$ cat src/rtl/uart_pkg.sv
// uart_pkg: shared definitions for the UART receive controller.
//   ctrl_state_e : controller FSM state encoding (OFF/INIT/ARMED/RECOVER)
//   BYTE_W       : width of one received byte
//   CNT_W        : width of the FIFO occupancy output
package uart_pkg;

    localparam int BYTE_W = 8;
    localparam int CNT_W  = 5;

    typedef enum logic [1:0] {
        ST_OFF     = 2'd0,
        ST_INIT    = 2'd1,
        ST_ARMED   = 2'd2,
        ST_RECOVER = 2'd3
    } ctrl_state_e;

endpackage

$ cat src/rtl/uart_rx_ctrl_if.sv
// uart_rx_ctrl_if: link between a UART receiver and its controller.
//   rx_data/rx_done/rx_busy/rx_err : receiver -> controller status
//   rx_en/rx_start                 : controller -> receiver control
// Modports: master = receiver side, slave = controller side.
interface uart_rx_ctrl_if;
    import uart_pkg::*;

    logic [BYTE_W-1:0] rx_data;
    logic              rx_done;
    logic              rx_busy;
    logic              rx_err;
    logic              rx_en;
    logic              rx_start;

    modport master (
        output rx_data, rx_done, rx_busy, rx_err,
        input  rx_en, rx_start
    );

    modport slave (
        input  rx_data, rx_done, rx_busy, rx_err,
        output rx_en, rx_start
    );

endinterface

$ cat src/rtl/uart_sync_fifo.sv
// uart_sync_fifo: single-clock show-ahead FIFO.
//   push/wr_data : write request (ignored when full unless popping the same edge)
//   pop          : read request (ignored when empty)
//   rd_data      : head entry, valid while !empty
//   full/empty/count : occupancy derived from registered state
module uart_sync_fifo #(
    parameter int DEPTH = 4,
    parameter int WIDTH = 8,
    parameter int CNT_W = 5
) (
    input  logic             clk,
    input  logic             rst_n,
    input  logic             push,
    input  logic [WIDTH-1:0] wr_data,
    input  logic             pop,
    output logic [WIDTH-1:0] rd_data,
    output logic             full,
    output logic             empty,
    output logic [CNT_W-1:0] count
);
    localparam int PTR_W = $clog2(DEPTH);

    logic [WIDTH-1:0] mem_q [DEPTH];
    logic [WIDTH-1:0] mem_d [DEPTH];
    logic [PTR_W-1:0] wr_ptr_q, wr_ptr_d;
    logic [PTR_W-1:0] rd_ptr_q, rd_ptr_d;
    logic [CNT_W-1:0] count_q, count_d;
    logic             do_push, do_pop;

    assign full    = (count_q == CNT_W'(DEPTH));
    assign empty   = (count_q == '0);
    assign count   = count_q;
    assign rd_data = mem_q[rd_ptr_q];

    // A full FIFO still accepts a push when the same edge frees a slot.
    assign do_pop  = pop & ~empty;
    assign do_push = push & (~full | do_pop);

    always_comb begin
        mem_d    = mem_q;
        wr_ptr_d = wr_ptr_q;
        rd_ptr_d = rd_ptr_q;
        count_d  = count_q;
        if (do_push) begin
            mem_d[wr_ptr_q] = wr_data;
            wr_ptr_d        = wr_ptr_q + 1'b1;
        end
        if (do_pop) begin
            rd_ptr_d = rd_ptr_q + 1'b1;
        end
        case ({do_push, do_pop})
            2'b10:   count_d = count_q + 1'b1;
            2'b01:   count_d = count_q - 1'b1;
            default: count_d = count_q;
        endcase
    end

    // Storage is reset so the head reads 0 until the first write.
    always_ff @(posedge clk or negedge rst_n) begin
        if (!rst_n) begin
            for (int i = 0; i < DEPTH; i++) mem_q[i] <= '0;
            wr_ptr_q <= '0;
            rd_ptr_q <= '0;
            count_q  <= '0;
        end else begin
            mem_q    <= mem_d;
            wr_ptr_q <= wr_ptr_d;
            rd_ptr_q <= rd_ptr_d;
            count_q  <= count_d;
        end
    end

endmodule

$ cat src/rtl/uart_rx_ctrl.sv
// uart_rx_ctrl: sequences a UART receiver and buffers its bytes.
//   rx_clk/rx_rst_n : clock, async active-low reset
//   ctrl_en         : enables reception (0 forces OFF, FIFO kept)
//   rx_if (slave)   : receiver status in, rx_en/rx_start out (registered)
//   rd_en/rd_data/fifo_* : show-ahead consumer port of the byte FIFO
//   overflow/err_count   : sticky drop flag, saturating error count
//   timeout         : one-cycle pulse when a frame stays busy too long
//   clr             : zeroes overflow and err_count
module uart_rx_ctrl
    import uart_pkg::*;
#(
    parameter int FIFO_DEPTH     = 4,
    parameter int TIMEOUT_CYCLES = 200,
    parameter int RECOVER_CYCLES = 2
) (
    input  logic              rx_clk,
    input  logic              rx_rst_n,
    input  logic              ctrl_en,
    uart_rx_ctrl_if.slave     rx_if,
    input  logic              rd_en,
    output logic [BYTE_W-1:0] rd_data,
    output logic              fifo_empty,
    output logic              fifo_full,
    output logic [CNT_W-1:0]  fifo_count,
    output logic              overflow,
    output logic [7:0]        err_count,
    output logic              timeout,
    input  logic              clr
);
    localparam int BUSY_W = $clog2(TIMEOUT_CYCLES + 1);
    localparam int REC_W  = $clog2(RECOVER_CYCLES + 1);

    function automatic logic [7:0] sat_inc8(input logic [7:0] v);
        return (v == 8'hFF) ? v : v + 8'd1;
    endfunction

    ctrl_state_e       state_q, state_d;
    logic [BUSY_W-1:0] busy_cnt_q, busy_cnt_d;
    logic [REC_W-1:0]  rec_cnt_q, rec_cnt_d;
    logic              rx_en_q, rx_en_d;
    logic              rx_start_q, rx_start_d;
    logic              timeout_q, timeout_d;
    logic              overflow_q, overflow_d;
    logic [7:0]        err_count_q, err_count_d;
    logic              rx_err_q, rx_done_q;
    logic              err_rise, done_rise, err_inc, push, drop;

    assign err_rise  = rx_if.rx_err & ~rx_err_q;
    assign done_rise = rx_if.rx_done & ~rx_done_q;
    assign push      = done_rise & (state_q == ST_ARMED);
    // A pop on the same edge makes room, so only an unpopped full push drops.
    assign drop      = push & fifo_full & ~rd_en;

    always_comb begin
        state_d    = state_q;
        busy_cnt_d = '0;
        rec_cnt_d  = '0;
        timeout_d  = 1'b0;
        err_inc    = 1'b0;
        case (state_q)
            ST_OFF:  if (ctrl_en) state_d = ST_INIT;
            ST_INIT: state_d = ST_ARMED;
            ST_ARMED: begin
                if (err_rise) begin
                    err_inc = 1'b1;
                    state_d = ST_RECOVER;
                end else if (rx_if.rx_busy) begin
                    if (busy_cnt_q == BUSY_W'(TIMEOUT_CYCLES - 1)) begin
                        timeout_d = 1'b1;
                        state_d   = ST_RECOVER;
                    end else begin
                        busy_cnt_d = busy_cnt_q + 1'b1;
                    end
                end
            end
            ST_RECOVER: begin
                if (rec_cnt_q == REC_W'(RECOVER_CYCLES - 1)) state_d = ST_INIT;
                else rec_cnt_d = rec_cnt_q + 1'b1;
            end
            default: state_d = ST_OFF;
        endcase
        if (!ctrl_en) begin
            state_d    = ST_OFF;
            busy_cnt_d = '0;
            rec_cnt_d  = '0;
            timeout_d  = 1'b0;
        end
        // Outputs are decoded from the next state so they register in step with it.
        rx_en_d    = (state_d == ST_INIT) || (state_d == ST_ARMED);
        rx_start_d = (state_d == ST_ARMED);
        // clr wins over any same-cycle increment/drop.
        if (clr) begin
            err_count_d = '0;
            overflow_d  = 1'b0;
        end else begin
            err_count_d = err_inc ? sat_inc8(err_count_q) : err_count_q;
            overflow_d  = overflow_q | drop;
        end
    end

    always_ff @(posedge rx_clk or negedge rx_rst_n) begin
        if (!rx_rst_n) begin
            state_q     <= ST_OFF;
            busy_cnt_q  <= '0;
            rec_cnt_q   <= '0;
            rx_en_q     <= 1'b0;
            rx_start_q  <= 1'b0;
            timeout_q   <= 1'b0;
            overflow_q  <= 1'b0;
            err_count_q <= '0;
            rx_err_q    <= 1'b0;
            rx_done_q   <= 1'b0;
        end else begin
            state_q     <= state_d;
            busy_cnt_q  <= busy_cnt_d;
            rec_cnt_q   <= rec_cnt_d;
            rx_en_q     <= rx_en_d;
            rx_start_q  <= rx_start_d;
            timeout_q   <= timeout_d;
            overflow_q  <= overflow_d;
            err_count_q <= err_count_d;
            rx_err_q    <= rx_if.rx_err;
            rx_done_q   <= rx_if.rx_done;
        end
    end

    assign rx_if.rx_en    = rx_en_q;
    assign rx_if.rx_start = rx_start_q;
    assign timeout        = timeout_q;
    assign overflow       = overflow_q;
    assign err_count      = err_count_q;

    uart_sync_fifo #(
        .DEPTH (FIFO_DEPTH),
        .WIDTH (BYTE_W),
        .CNT_W (CNT_W)
    ) u_fifo (
        .clk     (rx_clk),
        .rst_n   (rx_rst_n),
        .push    (push),
        .wr_data (rx_if.rx_data),
        .pop     (rd_en),
        .rd_data (rd_data),
        .full    (fifo_full),
        .empty   (fifo_empty),
        .count   (fifo_count)
    );

endmodule

$ cat src/flat_wrapper.sv
// flat-port wrapper written by rule: the top's interface ports become plain ports
module uart_rx_ctrl_flat import uart_pkg::*;
#(
    parameter int FIFO_DEPTH     = 4,
    parameter int TIMEOUT_CYCLES = 200,
    parameter int RECOVER_CYCLES = 2
)
  (rx_clk, rx_rst_n, ctrl_en, rd_en, rd_data, fifo_empty, fifo_full, fifo_count, overflow, err_count, timeout, clr, rx_if_rx_data, rx_if_rx_done, rx_if_rx_busy, rx_if_rx_err, rx_if_rx_en, rx_if_rx_start);
  uart_rx_ctrl_if rx_if_i ();
  input  logic rx_clk;
  input  logic rx_rst_n;
  input  logic ctrl_en;
  input  logic rd_en;
  output logic [BYTE_W-1:0] rd_data;
  output logic fifo_empty;
  output logic fifo_full;
  output logic [CNT_W-1:0] fifo_count;
  output logic overflow;
  output logic [7:0] err_count;
  output logic timeout;
  input  logic clr;
  input wire logic [$bits(rx_if_i.rx_data)-1:0] rx_if_rx_data;
  input wire logic [$bits(rx_if_i.rx_done)-1:0] rx_if_rx_done;
  input wire logic [$bits(rx_if_i.rx_busy)-1:0] rx_if_rx_busy;
  input wire logic [$bits(rx_if_i.rx_err)-1:0] rx_if_rx_err;
  output wire logic [$bits(rx_if_i.rx_en)-1:0] rx_if_rx_en;
  output wire logic [$bits(rx_if_i.rx_start)-1:0] rx_if_rx_start;
  assign rx_if_i.rx_data = rx_if_rx_data;
  assign rx_if_i.rx_done = rx_if_rx_done;
  assign rx_if_i.rx_busy = rx_if_rx_busy;
  assign rx_if_i.rx_err = rx_if_rx_err;
  assign rx_if_rx_en = rx_if_i.rx_en;
  assign rx_if_rx_start = rx_if_i.rx_start;
  uart_rx_ctrl #(.FIFO_DEPTH(FIFO_DEPTH), .TIMEOUT_CYCLES(TIMEOUT_CYCLES), .RECOVER_CYCLES(RECOVER_CYCLES)) u_core (.rx_clk(rx_clk), .rx_rst_n(rx_rst_n), .ctrl_en(ctrl_en), .rx_if(rx_if_i), .rd_en(rd_en), .rd_data(rd_data), .fifo_empty(fifo_empty), .fifo_full(fifo_full), .fifo_count(fifo_count), .overflow(overflow), .err_count(err_count), .timeout(timeout), .clr(clr));
endmodule
$ cat config.mk
export PLATFORM = sky130hd
export DESIGN_NAME = uart_rx_ctrl_flat
export DESIGN_NICKNAME = d
export VERILOG_FILES = /design/src/rtl/uart_pkg.sv /design/src/rtl/uart_rx_ctrl_if.sv /design/src/rtl/uart_sync_fifo.sv /design/src/rtl/uart_rx_ctrl.sv /design/src/flat_wrapper.sv
export SDC_FILE = /design/constraint.sdc
export NUM_CORES = 1
export LEC_CHECK = 0
export CORE_MARGIN = 3
export CORE_UTILIZATION = 60
export CTS_BUF_LIST = sky130_fd_sc_hd__clkbuf_4 sky130_fd_sc_hd__clkbuf_8
export CTS_CLUSTER_SIZE = 8
export DETAILED_ROUTE_END_ITERATION = 10
export PLACE_DENSITY = 0.86
export SLEW_MARGIN = 5
export SYNTH_ARGS = -nofsm -noshare
export SYNTH_HDL_FRONTEND = slang
export SYNTH_SLANG_ARGS = --single-unit
$ cat constraint.sdc
create_clock -name rx_clk -period 4.6 [get_ports rx_clk]
set_clock_uncertainty 0.15 [all_clocks]
set_input_delay 0.46 -clock rx_clk [delete_from_list [all_inputs] [get_ports rx_clk]]
set_output_delay 0.46 -clock rx_clk [all_outputs]
set_load 0.03 [all_outputs]
======== Word-level counts from Yosys, hierarchy flattened ========
Index checks and enable logic that the tools add are counted.
Widths: inputs -> output; s select.
word-level totals
  flip-flop bits (word level) ............. 67
  logic and storage cells ................. 94
  input bits .............................. 16
cells by class
  bitwise gates (word level) .............. 16
  equal/unequal tests ..................... 12
  $add $sub $neg .......................... 7
  $lt $le $gt $ge ......................... 3
  multiplexer cells ....................... 32
  reductions and logical operators ........ 7
operators with widths
  kind                 count
  $mux 8               11
  $bwmux 32            1
  $add 8x1->8 const B  2
  $bmux 8 s2           1
  $demux 8 s2          1
  $eq 8x8->1 const B   2
  $mux 2               8
  $pmux 5 s2           1
  $eq 2x1->1 const B   4
  $eq 2x2->1 const B   4
  $mux 1               8
  $pmux 2 s4           1
  $and 1x1->1          7
  $add 2x1->2 const B  3
  $ge 3x3->1 const B   2
  $not 2->3            2
  $add 5x1->5 const B  1
  $eq 5x3->1 const B   1
  $logic_not 5->1      1
  $not 1->1            5
  $sub 5x1->5 const B  1
  $reduce_bool 2->1    2
  $lt 3x1->1 const B   1
  $logic_not 2->1      1
  other kinds (5)      6

======== Logic depth before layout (Yosys ltp) ========
  depth in word-level cells ............... 8
  gate-level depth with buffers ........... 10
  mapped depth without buffers ............ 10

======== Hierarchy ========
Synthesis repeated with hierarchy kept, for this count alone.
second synthesis, totals
  cells, all modules ...................... 249
  area total of the unflattened synthesis .. 3280.6 um^2
by module, submodules not included
  module          area each (um^2)  times used  cells each  sequential area each (um^2)
  uart_sync_fifo  2084.5            1           144         1026.0
  uart_rx_ctrl    1196.1            1           105         650.6

======== Worst setup path after synthesis ========
OpenSTA, ideal clock, no wires.
  path kind ............................... reg-to-reg
  start ................................... reg u_core.u_fifo.count_q[1], in the netlist u_core.u_fifo.count[1]
  end ..................................... reg u_core.u_fifo.count_q[4], in the netlist u_core.u_fifo.count[4]
  path slack .............................. 1.656 ns
  setup time .............................. 0.154 ns
  data arrival time ....................... 2.640 ns
  path buffers ............................ 0
  stages on the path, launching flop included .. 9
  clock period less this slack ............ 2.944 ns
  cells stage by stage .................... dfrtp_1 or4_1 o21a_1 ha_1 ha_1 nor2b_1 o21a_1 o311ai_0 o311ai_0
between the ends
  word-level cells in the longest chain between the ends .. 7
RTL lines
  item                                                    line                  text
  start, declared                                         uart_sync_fifo.sv:27  logic [CNT_W-1:0] count_q, count_d;
  start signal, assigned                                  uart_sync_fifo.sv:69  count_q <= count_d;
  $logic_not 5->1 *                                       uart_sync_fifo.sv:31  assign empty = (count_q == '0);
  $not 1->1 *                                             uart_sync_fifo.sv:36  assign do_pop = pop & ~empty;
  $and 1x1->1 *                                           uart_sync_fifo.sv:36
  net u_core.u_fifo.do_pop                                uart_sync_fifo.sv:28  logic do_push, do_pop;
  $or 1x1->1                                              uart_sync_fifo.sv:37  assign do_push = push & (~full | do_pop);
  $and 1x1->1                                             uart_sync_fifo.sv:37
  $eq 2x1->1 / $eq 2x2->1 (equally long branches)         uart_sync_fifo.sv:51  case ({do_push, do_pop})
  $pmux 5 s2 / $reduce_bool 2->1 (equally long branches)  --
Mark *: on every way through the listed nets, which the timed path passes. The rest lies on a longest branch.
A chain may end at the register's enable or synchronous reset.

======== Final worst setup path ========
  start ................................... in rx_if_rx_done
  end ..................................... reg u_core.u_fifo.count_q[4], in the netlist u_core.u_fifo.count[4]
between the ends
  word-level cells in the longest chain between the ends .. 5
RTL lines
  item                                                    line                  text
  start, declared                                         flat_wrapper.sv:23    input wire logic [$bits(rx_if_i.rx_done)-1:0] rx_if_rx_done;
  $and 1x1->1 *                                           uart_rx_ctrl.sv:49    assign done_rise = rx_if.rx_done & ~rx_done_q;
  $and 1x1->1 *                                           uart_rx_ctrl.sv:50    assign push = done_rise & (state_q == ST_ARMED);
  $and 1x1->1 *                                           uart_sync_fifo.sv:37
  $eq 2x1->1 / $eq 2x2->1 (equally long branches)         uart_sync_fifo.sv:51
  $pmux 5 s2 / $reduce_bool 2->1 (equally long branches)  --
Every way passes the cells marked *; elsewhere a longest branch is shown, timed or not.

==> results.ini <==
[status]
status=completed

[synthesis]
netlist_area_um2=3190
yosys_warnings=0
async_flop_share=1.00
synth_common_cells=dfrtp_1 (67), mux2_2 (29), nor2_1 (19)
synthCells=243
syn_avg_cell_area_um2=13.1
ys_ff_latch=67
yosysMostFrequentCell=dfrtp_1
syn_nets=271
synth_top_cell_by_area=dfrtp_1
synth_edf_count=0
yosysSeqAreaShare=0.526
synth_ff_type=dfrtp_1
synth.distinct_cells=45
synth_area_leaders=dfrtp_1 (53%), mux2_2 (10%), mux4_2 (5.7%), ha_1 (4.3%), xor2_1 (3.8%)
yosys.area.top_type_share=0.526

[final_layout]
num_antenna_cells=0
postLayoutCellArea_um2=3930
num-nets-final=321
area_growth_pct=23.3
drive_gt1_frac=0.218

[timing]
worst_hold_slack_ns=0.344
setup_tns_ns=0
worst-slew-pin-transition_ns=0.640
maxSlewViolCount=0
fmax_mhz=323
period_minus_slack_ns=3.10
rsz0062_at_grt=false
finalHoldViolations=0
max_slew_margin=0.573
finalSetupViolations=0
post-route-period-util=0.674

[route]
vias_per_cell=5.66
wire_per_inst_um=17.3
drc=0
drt-initial-drc-count=116
vias=2066
drt_pass1_iterations=4
detail-route-antenna-nets=0
finalWirelength_um=6300

[worst_setup_path]
crit_path_start_kind=primary input
arrival_ns=3.14
cp_slowest_cell=clkdlybuf4s50_1
cp_top_family=compound AO/OA/AOI/OAI gates
cp_data_required_time_ns=4.64
crit_start=rx_if_rx_done
worstPathCellList=clkdlybuf4s50_1 -> nand4bb_4 -> a31oi_4 -> inv_1 -> ha_1 -> ha_1 -> nor2b_1 -> o21a_1 -> o311ai_0 -> o311ai_0
cp_max_fo=8
cpPeakStageDelay_ns=0.52
end_kind=flip-flop
crit_buf_inv=2
rr_startpoint=u_core.u_fifo.count[1]
critical_path_class=in -> reg

[global_routing]
grt_pass1_vias=2157
globalRouteOverflowTotal=0
grt_pass1_wl_um=10700
met2_usage=0.378
grt_use_total=0.229
grt_antenna_before_repair=0
top_usage_layer=met2
grt_use_met1=0.305
grt_util_met3=0.0420
grt_max_degree=40

[floorplan]
start_util=0.649
die_h_um=78.9
ios=43
rows=25
coreArea_um2=4910
dieArea_um2=6220
fp.dieW_um=78.9

[clock_tree]
cts_tree=built
cts_sinks=67
clk_pin_slew_ns=0.07
cts-htree-levels=3
cts_buffer_depth=2
clockRootBuffer=clkbuf_8
cts_inserted_buffers=9
worst_skew_pair.late_latency_ns=0.34

[place]
dp_hpwl_um=4120
gp_congestion=0.805
port_buffers=42
dpl-instance-area_um2=3670

[power]
irDropWorstVdd_uv=469
p_leak_nw=1.81
power.density_nw_per_um2=592

[job]
maxCapViolCount=0

[worst_hold_path]
min_path_type=reg -> reg
hp-start=u_core.u_fifo.mem_q[0]

==> sequential cells by signal, summed over array words and instances, names as in the netlist, 2 cells and up <==
name,count
u_core.u_fifo.mem_q,32
u_core.busy_cnt_q,8
u_core.err_count,8
u_core.u_fifo.count,5
u_core.rec_cnt_q,2
u_core.state_q,2
u_core.u_fifo.rd_ptr_q,2
u_core.u_fifo.wr_ptr_q,2
==> metrics by stage <==
step	total power [W]	worst slack, ns	util	std cells
after global placement	0.00169	1.28	0.748	348
after global routing	0.00245	1.32	0.800	365
after floorplan	0.00144	1.66	-	243
after detailed placement	0.00173	1.15	0.748	348
final	0.00232	1.50	0.800	365
after CTS	0.00234	1.51	0.800	365
==> cells by family after synthesis <==
logic type / count (synthesis) / synth area share
xor gates and xnor gates: 19 / 0.0522
muxes: 41 / 0.173
DFF: 67 / 0.526
buffers and inverters: 17 / 0.0204
and+or+nand+nor: 63 / 0.121
adders and majority gates: 12 / 0.0495
AOI/OAI and AO/OA: 24 / 0.0577
==> metal layers <==
layer	part of all wire	vias up
met5	0	-
met2	0.50	50
met4	0.013	0
met3	0.032	9
li1	-	970
met1	0.46	1037
==> power breakdown <==
part	internal (W)	switching, W	leakage [nW]
Combinational	0.000422	0.000391	0.806
Clock	0.000379	0.000215	0.127
Sequential	0.000753	0.000163	0.882
Total	0.00155	0.000770	1.81
==> cell usage in the layout, fill, tap and decap left out, types with 3 or more instances in the layout <==
master / n
and3_1: 5
xnor2_1: 5
nand3_1: 6
and2_1: 3
ha_1: 11
nor2_1: 19
nand2_4: 4
mux2_1: 3
bufinv_16: 3
inv_1: 12
mux2_2: 29
clkbuf_8: 10
o211ai_1: 4
o21ai_0: 7
clkdlybuf4s50_1: 41
mux4_2: 8
nand2_1: 7
xor2_1: 14
dfrtp_1: 67
nand4_1: 3
==> cell type report <==
class                           count  area, um^2
Sequential cell                    67        1680
Multi-Input combinational cell    159        1440
Fill cell                         319         983
Timing Repair Buffer               44         433
Clock buffer                       11         145
Clock inverter                      5         100
Tap cell                           67        83.8
Inverter                           12        45.0
==> worst paths after layout <==
path | to | depth (start not counted) | slack, ns
max reg2reg | u_core.u_fifo.count[4] | 8 | 1.56
max in group asynchronous | u_core.u_fifo.rd_ptr_q[1] | 3 | 2.86
min | u_core.u_fifo.mem_q[0] | 1 | 0.34
min reg2reg | u_core.u_fifo.mem_q[0] | 1 | 0.34
min in group asynchronous | u_core.busy_cnt_q[5] | 2 | 0.52
max | u_core.u_fifo.count[4] | 10 | 1.50
==> what timing repair did <==
action	4_1_cts	5_1_grt
endpoints found under the hold margin	10	0
hold buffers	1	0
resized for setup	0	0
buffers inserted	0	0
setup endpoints to repair	0	0
Note: power is estimated with default switching activity, not from simulation.
